===== src/rtl/mem_resp.sv =====
// mem_resp: single-outstanding request/response sequencer in front of a
// synchronous BRAM. Accepts fetch/load/store requests in IDLE, issues them to
// the BRAM, and returns a one-cycle response pulse. A fetch response can be
// discarded by a flush (taken branch/jump).
//
// Optional feature (macro MEM_RESP_STORE_FWD_EN): a one-entry store-forward
// register lets a load that hits the most recent in-range store return in one
// cycle without reading the BRAM. With the macro undefined every load takes
// the BRAM path.
module mem_resp #(
    parameter int unsigned ADDR_W = 10,
    parameter int unsigned DATA_W = 16
) (
    input  logic              clk,
    input  logic              rst,
    input  logic              req_valid,
    input  logic [1:0]        req_type,
    input  logic [15:0]       req_addr,
    input  logic [DATA_W-1:0] req_wdata,
    output logic              req_ready,
    input  logic              flush,
    output logic              rsp_valid,
    output logic [DATA_W-1:0] rsp_data,
    output logic              rsp_err,
    output logic [ADDR_W-1:0] bram_addr,
    output logic [DATA_W-1:0] bram_din,
    output logic              bram_we,
    input  logic [DATA_W-1:0] bram_dout
);

    typedef enum logic [1:0] {
        S_IDLE  = 2'b00,
        S_ISSUE = 2'b01,
        S_WAIT  = 2'b10,
        S_RESP  = 2'b11
    } state_t;

    localparam logic [1:0] T_FETCH = 2'b00;
    localparam logic [1:0] T_STORE = 2'b10;

    // Registered transaction context
    state_t            r_state;
    logic [1:0]        r_type;
    logic              r_oor;
    logic              r_drop;
    logic [DATA_W-1:0] r_rdata;

    // Combinational next values
    state_t            w_state_nxt;
    logic [1:0]        w_type_nxt;
    logic              w_oor_nxt;
    logic              w_drop_nxt;
    logic [DATA_W-1:0] w_rdata_nxt;
    logic [ADDR_W-1:0] w_bram_addr_nxt;
    logic [DATA_W-1:0] w_bram_din_nxt;
    logic              w_bram_we_nxt;
    logic              w_rsp_valid_nxt;
    logic [DATA_W-1:0] w_rsp_data_nxt;
    logic              w_rsp_err_nxt;
    logic              w_req_ready_nxt;

    // Request decode
    logic              w_accept;
    logic              w_req_oor;
    logic              w_req_store;
    logic              w_req_fetch;
    logic              w_flush_fetch;
    logic              w_fwd_hit;
    logic [DATA_W-1:0] w_fwd_data;

    // Decode of the incoming request and of flush against the held request
    assign w_accept      = req_valid & req_ready & (r_state == S_IDLE);
    assign w_req_oor     = (req_addr >> ADDR_W) != 16'd0;
    assign w_req_store   = (req_type == T_STORE);
    assign w_req_fetch   = (req_type == T_FETCH);
    assign w_flush_fetch = flush & (r_type == T_FETCH);

`ifdef MEM_RESP_STORE_FWD_EN
    logic              w_req_load;
    logic              r_fwd_vld;
    logic [ADDR_W-1:0] r_fwd_addr;
    logic [DATA_W-1:0] r_fwd_data;

    // Reserved type 11 behaves as a load and may forward as well
    assign w_req_load = req_type[0];
    assign w_fwd_hit  = r_fwd_vld & w_req_load & ~w_req_oor &
                        (r_fwd_addr == req_addr[ADDR_W-1:0]);
    assign w_fwd_data = r_fwd_data;

    // Forward entry tracks the most recent in-range store
    always_ff @(posedge clk) begin
        if (!rst) begin
            r_fwd_vld  <= 1'b0;
            r_fwd_addr <= '0;
            r_fwd_data <= '0;
        end else if (w_accept & w_req_store & ~w_req_oor) begin
            r_fwd_vld  <= 1'b1;
            r_fwd_addr <= req_addr[ADDR_W-1:0];
            r_fwd_data <= req_wdata;
        end
    end
`else
    assign w_fwd_hit  = 1'b0;
    assign w_fwd_data = '0;
`endif

    // State register
    always_ff @(posedge clk) begin
        if (!rst) begin
            r_state <= S_IDLE;
        end else begin
            r_state <= w_state_nxt;
        end
    end

    // Next-state logic
    always_comb begin
        w_state_nxt = r_state;
        case (r_state)
            S_IDLE: begin
                if (w_accept) begin
                    w_state_nxt = w_fwd_hit ? S_RESP : S_ISSUE;
                end
            end
            S_ISSUE: w_state_nxt = (r_type == T_STORE) ? S_RESP : S_WAIT;
            S_WAIT:  w_state_nxt = S_RESP;
            S_RESP:  w_state_nxt = S_IDLE;
            default: w_state_nxt = S_IDLE;
        endcase
    end

    // Output and datapath next values; BRAM controls are set up on accept so
    // that they are valid while the FSM sits in ISSUE
    always_comb begin
        w_type_nxt      = r_type;
        w_oor_nxt       = r_oor;
        w_drop_nxt      = r_drop;
        w_rdata_nxt     = r_rdata;
        w_bram_addr_nxt = bram_addr;
        w_bram_din_nxt  = bram_din;
        w_bram_we_nxt   = 1'b0;
        w_rsp_valid_nxt = 1'b0;
        w_rsp_data_nxt  = rsp_data;
        w_rsp_err_nxt   = rsp_err;
        w_req_ready_nxt = (w_state_nxt == S_IDLE);
        case (r_state)
            S_IDLE: begin
                if (w_accept) begin
                    w_type_nxt  = req_type;
                    w_oor_nxt   = w_req_oor;
                    w_drop_nxt  = flush & w_req_fetch;
                    w_rdata_nxt = w_fwd_hit ? w_fwd_data : '0;
                    if (!w_fwd_hit) begin
                        w_bram_addr_nxt = req_addr[ADDR_W-1:0];
                        w_bram_din_nxt  = req_wdata;
                        w_bram_we_nxt   = w_req_store & ~w_req_oor;
                    end
                end
            end
            S_ISSUE: begin
                if (w_flush_fetch) begin
                    w_drop_nxt = 1'b1;
                end
            end
            S_WAIT: begin
                if (w_flush_fetch) begin
                    w_drop_nxt = 1'b1;
                end
                w_rdata_nxt = r_oor ? '0 : bram_dout;
            end
            S_RESP: begin
                // A flush arriving in RESP itself still kills the fetch pulse
                if (!(r_drop | w_flush_fetch)) begin
                    w_rsp_valid_nxt = 1'b1;
                    w_rsp_data_nxt  = r_rdata;
                    w_rsp_err_nxt   = r_oor;
                end
                w_drop_nxt = 1'b0;
            end
            default: begin
                w_drop_nxt = 1'b0;
            end
        endcase
    end

    // Registered outputs and transaction context
    always_ff @(posedge clk) begin
        if (!rst) begin
            r_type    <= 2'b00;
            r_oor     <= 1'b0;
            r_drop    <= 1'b0;
            r_rdata   <= '0;
            bram_addr <= '0;
            bram_din  <= '0;
            bram_we   <= 1'b0;
            rsp_valid <= 1'b0;
            rsp_data  <= '0;
            rsp_err   <= 1'b0;
            req_ready <= 1'b1;
        end else begin
            r_type    <= w_type_nxt;
            r_oor     <= w_oor_nxt;
            r_drop    <= w_drop_nxt;
            r_rdata   <= w_rdata_nxt;
            bram_addr <= w_bram_addr_nxt;
            bram_din  <= w_bram_din_nxt;
            bram_we   <= w_bram_we_nxt;
            rsp_valid <= w_rsp_valid_nxt;
            rsp_data  <= w_rsp_data_nxt;
            rsp_err   <= w_rsp_err_nxt;
            req_ready <= w_req_ready_nxt;
        end
    end

endmodule

===== config.mk =====
export PLATFORM = sky130hd
export DESIGN_NAME = mem_resp
export DESIGN_NICKNAME = d
export VERILOG_FILES = /design/src/rtl/mem_resp.sv
export SDC_FILE = /design/constraint.sdc
export NUM_CORES = 1
export LEC_CHECK = 0
export CAP_MARGIN = 20
export CORE_ASPECT_RATIO = 2
export CORE_UTILIZATION = 48
export CTS_CLUSTER_DIAMETER = 200
export CTS_CLUSTER_SIZE = 12
export DETAILED_ROUTE_END_ITERATION = 10
export PLACE_DENSITY = 0.85
export SLEW_MARGIN = 20
export SYNTH_ARGS = -nofsm -noshare
export SYNTH_HDL_FRONTEND = slang
export SYNTH_SLANG_ARGS = --single-unit

===== constraint.sdc =====
create_clock -name clk -period 2.4 [get_ports clk]
set_input_delay 0.36 -clock clk [delete_from_list [all_inputs] [get_ports clk]]
set_output_delay 0.36 -clock clk [all_outputs]
set_load 0.01 [all_outputs]

==> reports/summary.log, run 1 <==
qor: final_layout.final-seq-area 1360 um2
qor: clock_tree.cts.reportedPaths.clkPinSlew 0.07 ns
qor: clock_tree.cts_buffer_depth 2
qor: logic_synthesis.ys_async_sr_fraction 0
qor: global_routing.grt_first_pass_wirelength 11700 um
qor: hold_path.worstHoldPathCells 2
qor: routing.met2_wirelength 3930 um
qor: routing.antenna_violating_nets_post_route 0
qor: critical_path.worstReg2RegEnd bram_we
qor: sta.final.setup.worst_slack 0.597 ns
qor: logic_synthesis.synthesis.area_per_instance 8.45 um2
qor: power.p_leak 1.40 nW
qor: place.pre_cts_slack 0.398 ns
qor: sta.rsz0062_at_grt no
qor: logic_synthesis.ys.flop_type dfxtp_1
qor: sta.final_period_minus_worst_setup_slack 1.80 ns
qor: global_routing.grt-ovfl-total 0
qor: routing.routed_metal_1_wirelength 2730 um
qor: global_routing.grt.total_usage 0.247
qor: final_layout.finish.net_count 481
qor: logic_synthesis.warnings_from_yosys 0
qor: hold_path.hp-start bram_din[9]
qor: final_layout.final_area 4000 um2
qor: critical_path.critical_path_required 2.67 ns
qor: critical_path.path_cells inv_1 -> ha_1 -> nand3_2 -> nor4b_1 -> and3_1
qor: power.p_total 0.00350 W
qor: critical_path.critical-path-top-delay-family simple AND/OR/NAND/NOR gates
qor: clock_tree.hold_buffers 0
qor: hold_path.hp-class reg -> reg
qor: sta.report.final.hold_viol_count 0
qor: routing.routed_wirelength 7190 um
qor: logic_synthesis.syn_nets 388
qor: sta.fin_crit_sh 0.751
qor: critical_path.cp-end-kind flop
qor: final_layout.most-common-layout-cells 99 x clkdlybuf4s50_1, 68 x dfxtp_1, 61 x a21oi_1, 57 x nand2_1, 33 x nand3_1
qor: floorplanning.fp.dieH 110 um
qor: logic_synthesis.post_synthesis_cell_area 2780 um2
qor: floorplanning.rows 38
qor: run.max_cap_viol_count 0
qor: routing.number_of_drc_markers_in_iteration_0 114
qor: final_layout.final_common_cell clkdlybuf4s50_1
qor: routing.viasPerCell 5.49
qor: critical_path.worst-r2r-cell-count 5
qor: place.dpl.hpwl 4970 um
qor: routing.top_layer_used met4
qor: floorplanning.num_io_pins 100
qor: clock_tree.cts_tree done
qor: routing.detailed_route_wirelength_on_metal3 325 um
qor: critical_path.critPathLaunch r_state[0]
qor: critical_path.critical-path-max-stage-delay 0.44 ns
qor: logic_synthesis.postSynthCellCount 329
qor: sta.highest_attainable_clock_frequency 555 MHz
qor: routing.drc 0
qor: clock_tree.cts_setup_buffers 0
qor: critical_path.worst-path-max-fanout 15
qor: floorplanning.core_area 5520 um2
qor: power.powerDensity 874 nW/um2
qor: sta.max-slew-margin-rel 0.531
qor: logic_synthesis.count_of_flip_flops_with_a_built_in_enable_after_synthesis 0
qor: clock_tree.worst_skew_pair.late_latency 0.34 ns
qor: global_routing.grt_pass1_vias 2572
qor: clock_tree.post_cts_resized 0
qor: sta.final-setup-viol-count 0
qor: final_layout.final.fill_count 445
qor: global_routing.antenna_found_initial 0
qor: outcome.run_status finished clean
qor: routing.drt_pre_antenna_iters 4
qor: clock_tree.cts.root.buffer_cell clkbuf_8
qor: final_layout.antenna-diode-count 0
qor: final_layout.syn_to_final_growth 43.9%
qor: critical_path.setup.reg_to_reg.worst_slack 0.60 ns
qor: floorplanning.start_util 0.504
qor: logic_synthesis.yosys_register_bits 68
qor: critical_path.crit_arrival 2.08 ns
qor: sta.clock_skew 0.00877 ns
qor: final_layout.drive_above_1_share 0.0726
qor: final_layout.finalCoreUtilization 0.726
qor: hold_path.hold_path_end bram_din[9]
qor: clock_tree.tritoncts_num_sinks 68
qor: sta.finalMaxSlewViolations 0
qor: clock_tree.cts-htree-levels 3
qor: place.count_of_buffers_from_port_buffering 99
qor: logic_synthesis.netlist-cell-type-count 33
qor: place.post_dp_cell_area 3800 um2
qor: routing.routed-via-count 2672
qor: critical_path.timing.setup.critical_path_class reg -> reg
qor: clock_tree.cts_made_buffers 9
qor: critical_path.regToRegStartpoint r_state[0]
qor: floorplanning.dieArea 6120 um2
qor: sta.tns 0 ns
qor: logic_synthesis.synth_sequential_area_ratio 0.489
qor: power.ir_worst_vdd 0.712 mV
qor: critical_path.worst-path-buf-inv 1
qor: routing.wl_per_cell 14.8 um
qor: final_layout.multiInputGateArea 1270 um2
qor: place.gp_congestion 0.772
qor: global_routing.grt_start_max_net_pins 35
qor: floorplanning.die_x 55.8 um
qor: critical_path.critical_path.startpoint_type flop
qor: sta.worst_slew_pin_slew 0.704 ns
qor: critical_path.critical_path.slowest_cell nor4b_1
==> Yosys cell counts, types with 2 or more instances <==
cell type,n,area share
and3_1,2,0.0045
nor2b_1,2,0.0045
o21ai_0,15,0.027
nand3_1,33,0.059
a21oi_1,61,0.11
clkbuf_1,14,0.019
inv_1,3,0.0040
o21ai_1,2,0.0036
dfxtp_1,68,0.49
nand2b_1,2,0.0045
nand3b_1,17,0.046
nor2_1,5,0.0067
nand2_1,57,0.077
buf_4,2,0.0054
buf_2,9,0.016
ha_1,5,0.022
a21o_1,16,0.043
==> worst reg2reg max path: stages (launching register included) <==
cell,delay [ns]
dfxtp_1,0.34
inv_1,0.13
ha_1,0.31
nand3_2,0.32
nor4b_1,0.44
and3_1,0.21
==> worst max-delay path by stage <==
stage	to	slack, ns	cells after the start
floorplan	r_rdata[10]	0.97	6
global placement	r_drop	0.43	4
detailed placement	r_drop	0.40	4
CTS	bram_we	0.58	5
global route	req_ready	0.43	5
finish	bram_we	0.60	5
==> layer usage <==
| metal | vias to the layer above | track usage |
|---|---|---|
| li1 | 1325 | - |
| met5 | - | 0 |
| met4 | 0 | 0.132 |
| met3 | 15 | 0.0635 |
| met2 | 92 | 0.445 |
| met1 | 1240 | 0.261 |
==> kinds of logic after synthesis <==
family                     count (synthesis)  synth area share
buffers and inverters                     31            0.0549
DFF                                       68             0.489
AOI/OAI and AO/OA                        100             0.208
adders and majority gates                  5            0.0225
and+or+nand+nor                          125             0.225
==> sequential cells by signal, indices dropped and copies added (netlist names) <==
register	count
r_state	2
req_ready	1
rsp_data	16
bram_din	16
rsp_err	1
rsp_valid	1
bram_we	1
bram_addr	10
r_drop	1
r_rdata	16
r_oor	1
r_type	2
==> layout make-up <==
type,count,share of cell area
inverters,3,0.00281
clock inverters,4,0.0119
well taps,60,0.0188
flip-flops and latches,68,0.340
repair buffers,110,0.271
multi-input cells,230,0.317
clock buffers,12,0.0388
==> where the power goes <==
part           switching [W]  internal, W  total (W)
registers           0.000111      0.00128    0.00139
logic               0.000624     0.000540    0.00116
clock network       0.000413     0.000534   0.000947
==> per-stage QoR <==
stage               std cells  hold WS (ns)
floorplan                 329         0.444
global placement          471         0.441
detailed placement        471         0.446
CTS                       487         0.456
global route              487         0.472
finish                    487         0.452
Power figures use the tool's default switching activity.
==> run 2: changes to the inputs <==
--- a/config.mk
+++ b/config.mk
@@ -7,11 +7,11 @@
 export LEC_CHECK = 0
 export CAP_MARGIN = 20
 export CORE_ASPECT_RATIO = 2
-export CORE_UTILIZATION = 48
+export CORE_UTILIZATION = 40
 export CTS_CLUSTER_DIAMETER = 200
 export CTS_CLUSTER_SIZE = 12
 export DETAILED_ROUTE_END_ITERATION = 10
-export PLACE_DENSITY = 0.85
+export PLACE_DENSITY = 0.76
 export SLEW_MARGIN = 20
 export SYNTH_ARGS = -nofsm -noshare
 export SYNTH_HDL_FRONTEND = slang
==> constraint.sdc (replaced) <==
create_clock -name clk -period 1.6 [get_ports clk]
set_input_delay 0.24 -clock clk [delete_from_list [all_inputs] [get_ports clk]]
set_output_delay 0.24 -clock clk [all_outputs]
set_load 0.01 [all_outputs]
==> run 2 against run 1 <==
Against the previous run:
- critical path depth shrank 4
- first-iteration DRC count grew 4.4%
- combinational power grew 64%
- global-route usage shrank 3.4 points
- power grew 66%
- register-to-register slack lost 0.47 ns
- via count shrank 0.26%
- hold slack lost 0.0015 ns
- sequential power grew 50%
- clock power grew 94%
- die area grew 19%
- flip-flop and latch count is the same
==> reports/summary.log, run 2 (synthesized netlist as in run 1, its figures left out) <==
qor: routing.antenna_violating_nets_post_route 0 [unchanged]
qor: global_routing.grt_pass1_vias 2541 [was 2572]
qor: power.p_comb_frac 0.326 [was 0.333]
qor: final_layout.antenna-diode-count 0 [unchanged]
qor: critical_path.path_cells clkdlybuf4s50_1 [was inv_1 -> ha_1 -> nand3_2 -> nor4b_1 -> and3_1]
qor: final_layout.finalCoreUtilization 0.635 [was 0.726]
qor: clock_tree.cts_made_buffers 9 [unchanged]
qor: global_routing.grt-ovfl-total 0 [unchanged]
qor: final_layout.final_area 4240 um2 [was 4000 um2]
qor: power.powerDensity 1370 nW/um2 [was 874 nW/um2]
qor: sta.worst_slew_pin_slew 0.549 ns [was 0.704 ns]
qor: critical_path.worst-path-buf-inv 1 [unchanged]
qor: clock_tree.cts_setup_buffers 0 [unchanged]
qor: power.ir_worst_vdd 0.976 mV [was 0.712 mV]
qor: critical_path.worst-r2r-cell-count 6 [was 5]
qor: final_layout.final.fill_count 612 [was 445]
qor: power.p_seq_frac 0.357 [was 0.397]
qor: clock_tree.cts.root.buffer_cell clkbuf_16 [was clkbuf_8]
qor: critical_path.worst-path-max-fanout 4 [was 15]
qor: place.dpl.hpwl 5190 um [was 4970 um]
qor: clock_tree.cts.reportedPaths.clkPinSlew 0.05 ns [was 0.07 ns]
qor: critical_path.critical-path-max-stage-delay 0.57 ns [was 0.44 ns]
qor: floorplanning.core_area 6670 um2 [was 5520 um2]
qor: sta.tns 0 ns [unchanged]
qor: outcome.run_status finished clean [unchanged]
qor: routing.routed-via-count 2665 [was 2672]
qor: final_layout.finish.net_count 492 [was 481]
qor: sta.final-setup-viol-count 0 [unchanged]
qor: hold_path.hp-class reg -> reg [unchanged]
qor: global_routing.grt_first_pass_wirelength 11500 um [was 11700 um]
qor: critical_path.worstSetupPathDepth 1 [was 5]
qor: place.post_dp_cell_area 3940 um2 [was 3800 um2]
qor: critical_path.critical_path_required 1.36 ns [was 2.67 ns]
qor: final_layout.reg.largest.list bram_din: 16 flops, r_rdata: 16 flops, rsp_data: 16 flops [unchanged]
qor: clock_tree.cts_tree done [unchanged]
qor: routing.routed_wirelength 7220 um [was 7190 um]
qor: sta.final.setup.worst_slack 0.0902 ns [was 0.597 ns]
qor: final_layout.final_common_cell clkdlybuf4s50_1 [unchanged]
qor: critical_path.critical_path.slowest_cell clkdlybuf4s50_1 [was nor4b_1]
qor: run.max_cap_viol_count 0 [unchanged]
qor: sta.rsz0062_at_grt yes [was no]
qor: global_routing.grt_start_max_net_pins 35 [unchanged]
qor: critical_path.crit_arrival 1.27 ns [was 2.08 ns]
qor: sta.report.final.hold_viol_count 0 [unchanged]
qor: critical_path.cp-end-kind output port [was flop]
qor: floorplanning.die_x 61.0 um [was 55.8 um]
qor: sta.highest_attainable_clock_frequency 662 MHz
qor: place.count_of_buffers_from_port_buffering 99 [unchanged]
qor: sta.final_period_minus_worst_setup_slack 1.51 ns
qor: power.p_leak 1.50 nW [was 1.40 nW]
qor: place.pre_cts_slack -0.0351 ns [was 0.398 ns]
qor: clock_tree.tritoncts_num_sinks 68 [unchanged]
qor: routing.drc 0 [unchanged]
qor: clock_tree.worst_skew_pair.late_latency 0.33 ns [was 0.34 ns]
qor: clock_tree.cts_buffer_depth 2 [unchanged]
qor: power.p_sw_frac 0.307 [was 0.328]
qor: sta.fin_crit_sh 0.944
qor: final_layout.final-seq-area 1360 um2 [unchanged]
qor: final_layout.syn_to_final_growth 52.3% [was 43.9%]
qor: sta.timing.hold.ws 0.451 ns [was 0.452 ns]
qor: critical_path.critical-path-top-delay-family buffers and inverters [was simple AND/OR/NAND/NOR gates]
qor: power.power.share.clock 0.316 [was 0.271]
qor: critical_path.setup.reg_to_reg.worst_slack 0.13 ns [was 0.60 ns]
qor: final_layout.drive_above_1_share 0.0936 [was 0.0726]
qor: floorplanning.dieArea 7310 um2 [was 6120 um2]
qor: power.net-switching-power 0.00178 W [was 0.00115 W]
qor: sta.max-slew-margin-rel 0.633 [was 0.531]
qor: routing.wl_per_cell 13.7 um [was 14.8 um]
qor: final_layout.most-common-layout-cells 99 x clkdlybuf4s50_1, 68 x dfxtp_1, 61 x a21oi_1, 57 x nand2_1, 33 x nand3_1 [unchanged]
qor: critical_path.critical_path.startpoint_type flop [unchanged]
qor: sta.finalMaxSlewViolations 0 [unchanged]
qor: global_routing.grt.total_usage 0.213 [was 0.247]
qor: routing.number_of_drc_markers_in_iteration_0 119 [was 114]
qor: routing.drt_pre_antenna_iters 4 [unchanged]
qor: floorplanning.rows 42 [was 38]
qor: power.cellInternalPower 0.00403 W [was 0.00235 W]
qor: clock_tree.cts-htree-levels 3 [unchanged]
qor: floorplanning.fp.dieH 120 um [was 110 um]
qor: global_routing.antenna_found_initial 0 [unchanged]
qor: floorplanning.start_util 0.417 [was 0.504]
qor: sta.clock_skew 0.00471 ns [was 0.00877 ns]
qor: floorplanning.num_io_pins 100 [unchanged]
qor: final_layout.multiInputGateArea 1270 um2 [about the same]
qor: hold_path.worstHoldPathCells 2 [unchanged]
qor: critical_path.timing.setup.critical_path_class reg -> out [was reg -> reg]
qor: place.gp_congestion 0.756 [was 0.772]
qor: routing.viasPerCell 5.07 [was 5.49]
[run 2: layer usage]
layer | GRT usage | part of all wire | up-vias
met1 | 0.219 | 0.37 | 1239
met4 | 0.0938 | 0.011 | 0
met2 | 0.376 | 0.57 | 77
met3 | 0.0647 | 0.044 | 6
li1 | - | - | 1343
met5 | 0 | 0 | -
[run 2: final timing paths]
| kind | start | to |
|---|---|---|
| worst max-delay path | req_ready | req_ready |
| worst min register to register | bram_din[1] | bram_din[1] |
| worst max register to register | r_state[1] | r_rdata[11] |
| worst min-delay path | bram_din[1] | bram_din[1] |
[run 2: cell type report]
type | count | share of cell area
Clock buffer | 15 | 0.0656
Inverter | 3 | 0.00266
Sequential cell | 68 | 0.321
Tap cell | 88 | 0.0260
Timing Repair Buffer | 121 | 0.283
Multi-Input combinational cell | 230 | 0.301
Clock inverter | 1 | 0.00118
[run 2: what timing repair did]
item	CTS	global route
endpoints found under the setup margin	0	4
gates resized for setup	0	2
endpoints found under the hold margin	0	0
hold buffers	0	0
[run 2: power groups by stage]
stage | logic, W | registers, W | clock network [W]
3_3_place_gp | 0.00187 | 0.00210 | 0
5_1_grt | 0.00207 | 0.00211 | 0.00195
6_report | 0.00190 | 0.00208 | 0.00184
3_5_place_dp | 0.00190 | 0.00211 | 0
2_1_floorplan | 0.00101 | 0.00214 | 0
4_1_cts | 0.00191 | 0.00208 | 0.00189
[run 2: stage by stage]
stage,power [W],cells
after floorplan,0.00315,329
after global placement,0.00397,510
after detailed placement,0.00401,510
after CTS,0.00588,526
after global routing,0.00613,526
final,0.00582,526
==> run 3: changes to the inputs <==
--- a/config.mk
+++ b/config.mk
@@ -5,13 +5,14 @@
 export SDC_FILE = /design/constraint.sdc
 export NUM_CORES = 1
 export LEC_CHECK = 0
+export ABC_AREA = 1
 export CAP_MARGIN = 20
 export CORE_ASPECT_RATIO = 2
-export CORE_UTILIZATION = 40
+export CORE_UTILIZATION = 39
 export CTS_CLUSTER_DIAMETER = 200
 export CTS_CLUSTER_SIZE = 12
 export DETAILED_ROUTE_END_ITERATION = 10
-export PLACE_DENSITY = 0.76
+export PLACE_DENSITY = 0.75
 export SLEW_MARGIN = 20
 export SYNTH_ARGS = -nofsm -noshare
 export SYNTH_HDL_FRONTEND = slang
==> run 3 against run 2 <==
Against the previous run:
- non-clock buffer count decreased by 10
- via count fell by 5.5%
- count of clock-buffer cells in the layout decreased by 1
- power up 15%
- critical endpoint unchanged
- largest power group is now combinational cells
- highest routed layer unchanged
==> reports/summary.log, run 3 <==
qor: logic_synthesis.synth.top_cells.by_count 80 x nand2_1, 77 x nor2_1, 68 x dfxtp_1 [was 68 x dfxtp_1, 61 x a21oi_1, 57 x nand2_1]
qor: clock_tree.cts-htree-levels 3 [unchanged]
qor: global_routing.grt_pass1_vias 2362 [was 2541]
qor: logic_synthesis.ys_async_sr_fraction 0 [unchanged]
qor: critical_path.timing.setup.critical_path_class reg -> out [unchanged]
qor: logic_synthesis.netlist-cell-type-count 22 [was 33]
qor: run.max_cap_viol_count 0 [unchanged]
qor: floorplanning.core_area 6620 um2 [was 6670 um2]
qor: global_routing.grt_first_pass_wirelength 10000 um [was 11500 um]
qor: global_routing.grt-ovfl-total 0 [unchanged]
qor: global_routing.antenna_found_initial 0 [unchanged]
qor: global_routing.grt.total_usage 0.186 [was 0.213]
qor: sta.fin_crit_sh 0.948 [was 0.944]
qor: logic_synthesis.synth_sequential_area_ratio 0.511 [was 0.489]
qor: place.pre_cts_slack 0.0255 ns [was -0.0351 ns]
qor: routing.wl_per_cell 11.6 um [was 13.7 um]
qor: logic_synthesis.synth_top_area_share 0.511 [was 0.489]
qor: logic_synthesis.post_synthesis_cell_area 2660 um2 [was 2780 um2]
qor: floorplanning.die_x 60.4 um [was 61.0 um]
qor: power.p_seq_frac 0.344 [was 0.357]
qor: logic_synthesis.yosys_register_bits 68 [unchanged]
qor: clock_tree.cts_tree done [unchanged]
qor: sta.final_period_minus_worst_setup_slack 1.52 ns [was 1.51 ns]
qor: routing.drc 0 [unchanged]
qor: critical_path.regToRegStartpoint r_state[0] [was r_state[1]]
qor: routing.viasPerCell 4.59 [was 5.07]
qor: final_layout.drive_above_1_share 0.0913 [was 0.0936]
qor: sta.final-setup-viol-count 0 [unchanged]
qor: logic_synthesis.combinational_family_with_the_most_area_after_synthesis simple AND/OR/NAND/NOR gates [unchanged]
qor: clock_tree.cts_made_buffers 9 [unchanged]
qor: critical_path.worst-path-max-fanout 3 [was 4]
qor: critical_path.worst-r2r-cell-count 8 [was 6]
qor: global_routing.grt_start_max_net_pins 33 [was 35]
qor: final_layout.reg.largest.list bram_din: 16 flops, r_rdata: 16 flops, rsp_data: 16 flops [unchanged]
qor: critical_path.worstReg2RegEnd r_rdata[0] [was r_rdata[11]]
qor: critical_path.path_cells clkdlybuf4s50_1 [unchanged]
qor: floorplanning.fp.dieH 119 um [was 120 um]
qor: final_layout.finalCoreUtilization 0.624 [was 0.635]
qor: sta.report.final.hold_viol_count 0 [unchanged]
qor: logic_synthesis.xor_xnor_portion_of_the_synthesized_cell_area 0 [unchanged]
qor: place.post_dp_cell_area 3780 um2 [was 3940 um2]
qor: routing.routed_wirelength 6350 um [was 7220 um]
qor: floorplanning.rows 42 [unchanged]
qor: critical_path.worst-path-buf-inv 1 [unchanged]
qor: logic_synthesis.synth.mux.area_fraction 0 [unchanged]
qor: final_layout.final-instance-count-excl-fill 548 [was 526]
qor: power.p_sw_frac 0.314 [was 0.307]
qor: floorplanning.dieArea 7180 um2 [was 7310 um2]
qor: place.dpl.hpwl 4600 um [was 5190 um]
qor: critical_path.crit_arrival 1.28 ns [was 1.27 ns]
qor: place.gp_congestion 0.865 [was 0.756]
qor: final_layout.most-common-layout-cells 99 x clkdlybuf4s50_1, 80 x nand2_1, 77 x nor2_1, 68 x dfxtp_1, 27 x a21oi_1 [was 99 x clkdlybuf4s50_1, 68 x dfxtp_1, 61 x a21oi_1, 57 x nand2_1, 33 x nand3_1]
qor: logic_synthesis.syn_nets 411 [was 388]
qor: power.powerDensity 1630 nW/um2 [was 1370 nW/um2]
qor: power.power.share.clock 0.293 [was 0.316]
qor: final_layout.syn_to_final_growth 55.1% [was 52.3%]
qor: place.dp_cell_count 532 [was 510]
qor: sta.worst_slew_pin_slew 0.302 ns [was 0.549 ns]
qor: place.count_of_buffers_from_port_buffering 99 [unchanged]
qor: logic_synthesis.synth-compound-area-share 0.136 [was 0.208]
qor: power.cellInternalPower 0.00461 W [was 0.00403 W]
qor: hold_path.hold_path_end bram_addr[4] [was bram_din[1]]
qor: floorplanning.num_io_pins 100 [unchanged]
qor: clock_tree.worst_skew_pair.late_latency 0.32 ns [was 0.33 ns]
qor: final_layout.finish.net_count 515 [was 492]
qor: logic_synthesis.synth_area_leader_cell dfxtp_1 [unchanged]
qor: final_layout.antenna-diode-count 0 [unchanged]
qor: routing.number_of_drc_markers_in_iteration_0 81 [was 119]
qor: clock_tree.cts_setup_buffers 0 [unchanged]
qor: logic_synthesis.yosys.cell_count.top_type nand2_1 [was dfxtp_1]
qor: clock_tree.hold_buffers 0 [unchanged]
qor: outcome.run_status finished clean [unchanged]
qor: sta.clock_skew 0.00248 ns [was 0.00471 ns]
qor: logic_synthesis.count_of_flip_flops_with_a_built_in_enable_after_synthesis 0 [unchanged]
qor: logic_synthesis.synth_adder_area_share 0.0235 [was 0.0225]
qor: final_layout.final_area 4130 um2 [was 4240 um2]
qor: floorplanning.start_util 0.402 [was 0.417]
qor: routing.routed-via-count 2518 [was 2665]
qor: routing.drt_pre_antenna_iters 4 [unchanged]
qor: routing.antenna_violating_nets_post_route 0 [unchanged]
qor: critical_path.setup.reg_to_reg.worst_slack 0.11 ns [was 0.13 ns]
qor: sta.timing.hold.ws 0.460 ns [was 0.451 ns]
qor: final_layout.final_common_cell clkdlybuf4s50_1 [unchanged]
qor: logic_synthesis.synth.top_cells.by_area dfxtp_1 51%, nand2_1 11%, nor2_1 11% [was dfxtp_1 49%, a21oi_1 11%, nand2_1 7.7%]
qor: sta.finalMaxSlewViolations 0 [unchanged]
qor: sta.final.setup.worst_slack 0.0833 ns [was 0.0902 ns]
qor: clock_tree.cts.reportedPaths.clkPinSlew 0.05 ns [about the same]
qor: power.p_comb_frac 0.363 [was 0.326]
qor: clock_tree.cts.root.buffer_cell clkbuf_16 [unchanged]
qor: critical_path.critical-path-top-delay-family buffers and inverters [unchanged]
qor: critical_path.critical_path.startpoint_type flop [unchanged]
qor: critical_path.critical_path.slowest_cell clkdlybuf4s50_1 [unchanged]
qor: clock_tree.cts_buffer_depth 2 [unchanged]
qor: logic_synthesis.synthesis.area_per_instance 7.56 um2 [was 8.45 um2]
qor: power.net-switching-power 0.00211 W [was 0.00178 W]
qor: hold_path.hp-class reg -> reg [unchanged]
qor: clock_tree.tritoncts_num_sinks 68 [unchanged]
qor: logic_synthesis.postSynthCellCount 352 [was 329]
qor: power.p_leak 1.68 nW [was 1.50 nW]
qor: logic_synthesis.synthSimpleGateAreaFrac 0.245 [was 0.225]
qor: sta.highest_attainable_clock_frequency 659 MHz [was 662 MHz]
qor: critical_path.critical-path-max-stage-delay 0.57 ns [about the same]
qor: logic_synthesis.ys.flop_type dfxtp_1 [unchanged]
qor: logic_synthesis.warnings_from_yosys 0 [unchanged]
qor: clock_tree.post_cts_resized 0 [unchanged]
qor: critical_path.critical_path_required 1.36 ns [about the same]
qor: hold_path.worstHoldPathCells 2 [unchanged]
qor: power.ir_worst_vdd 0.807 mV [was 0.976 mV]
qor: sta.max-slew-margin-rel 0.798 [was 0.633]
qor: critical_path.cp-end-kind output port [unchanged]
qor: hold_path.hp-start bram_addr[4] [was bram_din[1]]
[run 3: cell count changes after synthesis, moves of 11 or more]
| cell | previous run | this run |
|---|---|---|
| a21o_1 | 16 | 0 |
| nand3_1 | 33 | 7 |
| a21oi_1 | 61 | 27 |
| inv_1 | 3 | 25 |
| nand2_1 | 57 | 80 |
| nand3b_1 | 17 | 0 |
| o21ai_2 | 0 | 11 |
| nor2_1 | 5 | 77 |
[run 3: worst max path at each step]
stage	start	end	slack, ns	cells after the start
floorplan	r_state[0]	bram_addr[0]	0.20	7
global placement	req_valid	r_rdata[15]	0.08	7
detailed placement	req_valid	r_rdata[3]	0.03	7
CTS	r_state[0]	bram_din[1]	0.06	7
global route	r_state[0]	r_rdata[0]	-0.004	8
finish	req_ready	req_ready	0.08	1
[run 3: logic make-up (layout without fill, tap and decap cells)]
logic type	Yosys count	in the layout
buf+inv	47	155
simple gates	168	168
fa+ha+maj	5	5
compound gates	64	64
flops	68	68
[run 3: power by group through the flow]
stage	clock [W]	combinational, W	sequential [W]
2_1_floorplan	0	0.00138	0.00239
3_3_place_gp	0	0.00224	0.00232
3_5_place_dp	0	0.00230	0.00234
4_1_cts	0.00201	0.00232	0.00230
5_1_grt	0.00210	0.00273	0.00235
6_report	0.00197	0.00244	0.00231
[run 3: final cells by class]
type,count,area (um2)
clock inverters,1,30.0
repair buffers,111,1150
multi-input cells,237,1090
fillers,608,2490
clock buffers,14,274
well taps,88,110
inverters,29,113
flip-flops and latches,68,1360
[run 3: layer usage]
metal | vias up | global-route usage | part of all wire | routed length, um
li1 | 1301 | - | - | -
met1 | 1125 | 0.177 | 0.36 | 2270
met2 | 81 | 0.337 | 0.55 | 3490
met3 | 11 | 0.0543 | 0.062 | 395
met4 | 0 | 0.0966 | 0.030 | 192
met5 | - | 0 | 0 | 0
[run 3: per-stage QoR]
stage,setup TNS [ns],total power [W]
after floorplan,0,0.00377
after global placement,0,0.00456
after detailed placement,0,0.00464
after CTS,0,0.00663
after global routing,-0.00371,0.00718
final,0,0.00672
